--- src/rtl/mem_port_arbiter.sv ---
// mem_port_arbiter: shares one single-ported data memory between the CPU MEM
// stage (default priority) and a DMA port. One access per cycle, CPU stalls
// when it loses, DMA is forced through after STARVE_LIMIT consecutive CPU wins
// unless the CPU holds m_lock. Read data is steered back to its owner by a
// tag pipeline matched to the memory read latency.
module mem_port_arbiter #(
    parameter int unsigned ADDR_W       = 17,
    parameter int unsigned DATA_W       = 12,
    parameter int unsigned STARVE_LIMIT = 4,
    parameter int unsigned RD_LATENCY   = 1
) (
    input  logic              clock,
    input  logic              nreset,
    input  logic              m_req,
    input  logic              m_we,
    input  logic              m_lock,
    input  logic [ADDR_W-1:0] m_addr,
    input  logic [DATA_W-1:0] m_wdata,
    output logic              m_stall,
    output logic              m_rvalid,
    output logic [DATA_W-1:0] m_rdata,
    input  logic              d_req,
    input  logic              d_we,
    input  logic [ADDR_W-1:0] d_addr,
    input  logic [DATA_W-1:0] d_wdata,
    output logic              d_gnt,
    output logic              d_rvalid,
    output logic [DATA_W-1:0] d_rdata,
    output logic              mem_en,
    output logic              mem_we,
    output logic [ADDR_W-1:0] mem_addr,
    output logic [DATA_W-1:0] mem_wdata,
    input  logic [DATA_W-1:0] mem_rdata
);

    localparam logic [3:0] LIMIT = 4'(STARVE_LIMIT);

    logic [3:0]            starve_cnt;
    logic                  force_dma;
    logic                  grant_d;
    logic                  grant_m;
    logic [RD_LATENCY-1:0] tag_valid;
    logic [RD_LATENCY-1:0] tag_owner;

    // Grant decision: CPU wins by default, DMA wins when CPU is idle or when
    // the starvation counter forces it and the CPU is not holding its lock.
    always_comb begin
        force_dma = (starve_cnt == LIMIT);
        grant_d   = d_req & (~m_req | (force_dma & ~m_lock));
        grant_m   = m_req & ~grant_d;
        m_stall   = m_req & ~grant_m;
        d_gnt     = grant_d;
    end

    // Memory-side mux: drive the granted port, all zero when idle.
    always_comb begin
        mem_en    = grant_m | grant_d;
        mem_we    = 1'b0;
        mem_addr  = '0;
        mem_wdata = '0;
        if (grant_d) begin
            mem_we    = d_we;
            mem_addr  = d_addr;
            mem_wdata = d_wdata;
        end else if (grant_m) begin
            mem_we    = m_we;
            mem_addr  = m_addr;
            mem_wdata = m_wdata;
        end
    end

    // Starvation counter: counts CPU wins while DMA waits, saturates at the
    // limit (only reachable while m_lock holds off the forced grant).
    always_ff @(posedge clock or negedge nreset) begin
        if (!nreset) begin
            starve_cnt <= '0;
        end else if (!d_req || grant_d) begin
            starve_cnt <= '0;
        end else if (grant_m && (starve_cnt != LIMIT)) begin
            starve_cnt <= starve_cnt + 4'd1;
        end
    end

    // Tag pipeline: one {valid, owner} stage per cycle of read latency.
    always_ff @(posedge clock or negedge nreset) begin
        if (!nreset) begin
            tag_valid <= '0;
            tag_owner <= '0;
        end else begin
            tag_valid[0] <= mem_en & ~mem_we;
            tag_owner[0] <= grant_d;
            for (int unsigned i = 1; i < RD_LATENCY; i++) begin
                tag_valid[i] <= tag_valid[i-1];
                tag_owner[i] <= tag_owner[i-1];
            end
        end
    end

    // Response routing from the last tag stage; non-owner sees zero data.
    always_comb begin
        m_rvalid = tag_valid[RD_LATENCY-1] & ~tag_owner[RD_LATENCY-1];
        d_rvalid = tag_valid[RD_LATENCY-1] &  tag_owner[RD_LATENCY-1];
        m_rdata  = m_rvalid ? mem_rdata : '0;
        d_rdata  = d_rvalid ? mem_rdata : '0;
    end

endmodule

--- config.mk ---
export PLATFORM = sky130hd
export DESIGN_NAME = mem_port_arbiter
export DESIGN_NICKNAME = d
export VERILOG_FILES = /design/src/rtl/mem_port_arbiter.sv
export SDC_FILE = /design/constraint.sdc
export NUM_CORES = 1
export LEC_CHECK = 0
export ABC_AREA = 1
export ABC_CLOCK_PERIOD_IN_PS = 2900
export CAP_MARGIN = 20
export CORE_UTILIZATION = 24
export CTS_CLUSTER_DIAMETER = 200
export CTS_CLUSTER_SIZE = 24
export DETAILED_ROUTE_END_ITERATION = 8
export GPL_ROUTABILITY_DRIVEN = 1
export GPL_TIMING_DRIVEN = 0
export PLACE_DENSITY_LB_ADDON = 0.2
export SLEW_MARGIN = 20
export SYNTH_ARGS = -nofsm -noshare
export SYNTH_HDL_FRONTEND = slang
export SYNTH_SLANG_ARGS = --single-unit
--- constraint.sdc ---
create_clock -name clock -period 2.9 [get_ports clock]
set_input_delay 0.435 -clock clock [delete_from_list [all_inputs] [get_ports clock]]
set_output_delay 0.435 -clock clock [all_outputs]
set_load 0.03 [all_outputs]
==> results.md <==
Clocking:
- The later pin in the worst-skew pair is clocked with a latency of 250 ps.
- In this run, post-CTS hold repair placed 0 buffers.
- The number of buffers inserted by post-CTS setup repair is 0.
- Clock tree synthesis inserted a total of 3 buffers.
- The clock passes through at most 2 buffers.
- TritonCTS built the clock tree.
- The maximum level of the CTS H-tree is 1.
- The clock slew at the register clock pins of the worst setup and hold paths is 40 ps.
- The root buffer cell chosen for the clock tree is clkbuf_4.
- Counting every sink on the clock net gives 6.

Routing:
- After detailed routing, the number of remaining DRC violations is 0.
- After detailed routing, the average wire length per cell comes to 10.16 um.
- The violation count after the first detailed-routing iteration is 45.
- In this run the remaining antenna-violating nets after routing total 0.
- In the routed layout, each cell is associated on average with a via count of 4.102.
- Detailed routing inserted a total of 1481 vias.
- The count of TritonRoute iterations in the first routing pass is 4.
- After detailed routing, the total wire length is 3666 um.

GRT:
- The global-route wire length before repair is 5161 um.
- The overflow left after global routing is 0.
- Global routing used 17.86% of the available tracks.
- Global routing used 4.348% of the available met3 tracks.
- The most used routing layer in global routing is met2.
- The global routing met2 resource utilization is 33.18%.
- Entering global routing, the biggest net connects 12 pins.
- The number of global-route vias before repair is 1278.
- The initial antenna violation count is 0.
- The global-route track usage on met1 is 19.52%.

Pwr:
- The largest vdd supply drop is 0.1240 mV.
- The static leakage is 1.497 nW.
- Power spread over the standard cell area amounts to 245.1 nW/um^2.

Timing:
- The worst hold slack is 421.9 ps.
- For this run, the top clock speed supported by timing is 375.4 MHz.
- The final count of hold timing violations came to 0.
- The final setup violation count is 0.
- The final sum of negative setup slack is 0 ps.
- The max-slew headroom at the worst pin is 70.20%.
- For the pin with the worst max-slew slack, the measured transition is 446.9 ps.
- Dividing the final minimum period by the clock period gives 91.86%.
- Setup repair after global routing left no endpoint under its margin.
- The number of max-slew violations in the final report is 0.
- The setup skew after layout is 3.725 ps.
- The minimum clock period after layout is 2664 ps.

Setup path:
- The startpoint identified for the worst register-to-register timing path is starve_cnt[0].
- STA classifies the critical path startpoint as a flop.
- Along the worst path, the maximum fanout reaches 11.
- The maximum cell stage delay along the critical path is 680 ps.
- The kind of cell with the highest combined delay on the critical path is buffers and inverters.
- For the worst setup path, the data arrival time is 2230 ps.
- The register-to-register setup slack is 1380 ps.
- The number of cells on the worst reg-to-reg path is 9.
- The category of the critical setup timing path is flop to primary output.
- The number of buffers and inverters on the critical path is 4.
- Traced cell by cell, the critical path runs through inv_1 -> ha_1 -> nand3b_1 -> o21ai_2 -> inv_2 -> nor2_4 -> buf_4 -> clkdlybuf4s50_1.
- The worst setup path is captured at a primary output.
- The worst register-to-register path ends at tag_valid.
- For the worst setup path, the data required time is 2470 ps.
- For this design, the slowest cell found on the critical path is clkdlybuf4s50_1.

Finish:
- The final layout contains 396 nets.
- From synthesis to final layout, the design area changed by 176.1%.
- The post-layout utilization of the core is 69.92%.
- The share of layout cells above drive strength 1 is 3.810%.
- The number of inserted diodes is 0.

Flow run:
- Across the run, the number of max-cap violations was 0.

Floorplanning:
- Once the floorplan was initialized, standard cells occupied 25.32% of the core.
- The area inside the core boundary is 3390 sq um.
- In this run the core area contains 21 standard-cell rows.
- From left edge to right edge, the die measures 61.80 um.
- The die height is 61.80 um.
- The number of placed I/O pins is 136.
- The die covers 3819 sq um.

Synth:
- After synthesis, the cell types taking the most area are nand2_1 (42%), dfrtp_1 (17%), nor2_1 (13%).
- The post-synthesis register bit count is 6.
- The netlist area before placement is 858.3 sq um.
- The Yosys step of the flow raised 0 warnings.
- Synthesis produced a netlist whose cell count is 177.
- Yosys mapped the design onto 17 distinct sky130hd cell types.
- The post-synthesis sequential area ratio is 17.49%.
- Summed over its instances, the top area cell type makes up 41.98% of the synthesized netlist area.
- In this run, synthesis inferred 0 flip-flops with an integrated enable.
- The most used flip-flop cell after synthesis is dfrtp_1.
- A synthesized cell averages 4.849 sq um.
- After synthesis, the share of flip-flops with an asynchronous set or reset is 100.0%.
- The most area-hungry cell type in the Yosys netlist is nand2_1.
- The total nets after synthesis is 256.
- By count the netlist is led by nand2_1 (96), nor2_1 (29), inv_1 (22), dfrtp_1 (6), clkbuf_1 (4).
- The most numerous cell in the Yosys netlist is nand2_1.

Place:
- The congestion estimate from routability-driven global placement came to 0.7932.
- The wire-length estimate of the detail-placed layout is 3115 um.
- In this run the tool buffered the top-level ports with 135 buffer cells.

Hold path:
- The path class of the tightest hold or removal check is primary input to asynchronous set/reset pin.

Run status:
- The flow ran to the end, and the final reports show no timing, DRC or antenna violations.
[power by group]
group	internal (mW)	switching (mW)
combinational	0.203	0.210
clock	0.0468	0.0295
sequential	0.0879	0.00300
[layout make-up]
class                   instances  area (sq um)
repair buffers                135          1429
multi-input cells             140         579.3
plain buffers                   8         45.04
fillers                       282          1020
flip-flops and latches          6         150.1
well taps                      46         57.56
clock buffers                   3         22.52
inverters                      23         86.33
[flip-flops by register name, indices dropped and copies added, names as in the netlist]
register    cells
starve_cnt      4
tag_owner       1
tag_valid       1
[cells in the final DEF, fill, tap and decap left out]
cell,instances
a21oi_1,3
buf_2,1
buf_4,3
clkbuf_1,2
clkbuf_2,2
clkbuf_4,3
clkdlybuf4s50_1,104
dfrtp_1,6
dlymetal6s2s_1,31
ha_1,2
inv_1,22
inv_2,1
nand2_1,96
nand3_1,2
nand3b_1,1
nor2_1,29
nor2_4,1
nor3_1,3
o21ai_2,1
xnor2_1,1
xor2_1,1
[timing repair]
item | 4_1_cts | 5_1_grt
resized for setup | 2 | 31
setup endpoints to repair | 11 | 31
pin swaps | 0 | 0
[cell families after synthesis]
kind of cell             Yosys count  share of synthesized area (%)
buffers and inverters             31                          15.01
XOR/XNOR                           2                          2.041
AO/OA/AOI/OAI                      4                          2.769
AND/OR/NAND/NOR                  132                          59.77
flip-flops                         6                          17.49
adder cells (fa/ha/maj)            2                          2.915
[metal layers]
metal | wire length [um] | vias up
met2 | 1958 | 88
met4 | 30 | 0
met1 | 1307 | 599
li1 | - | 790
met3 | 370 | 4
met5 | 0 | -
[through the flow]
step / worst slack [ps] / power [mW] / std cells / instance area [sq um]
final: 236.2 / 0.5808 / 361 / 2370
after global routing: 81.88 / 0.6267 / 361 / 2370
after CTS: 94.78 / 0.5948 / 361 / 2292
after detailed placement: -55.04 / 0.5140 / 358 / 2267
after global placement: -20.81 / 0.5119 / 358 / 2267
after floorplan: 876.4 / 0.2857 / 177 / 858.3
[worst max-delay path by stage]
| stage | start | end | slack (ps) | depth (start not counted) |
|---|---|---|---|---|
| floorplan | tag_owner | m_rdata[10] | 880 | 4 |
| global placement | m_req | mem_wdata[4] | -20 | 7 |
| detailed placement | m_req | mem_wdata[4] | -60 | 7 |
| CTS | m_req | mem_we | 90 | 7 |
| global route | starve_cnt[0] | d_gnt | 80 | 8 |
| finish | starve_cnt[0] | d_gnt | 240 | 8 |
Note: power is estimated with default switching activity, not from simulation.
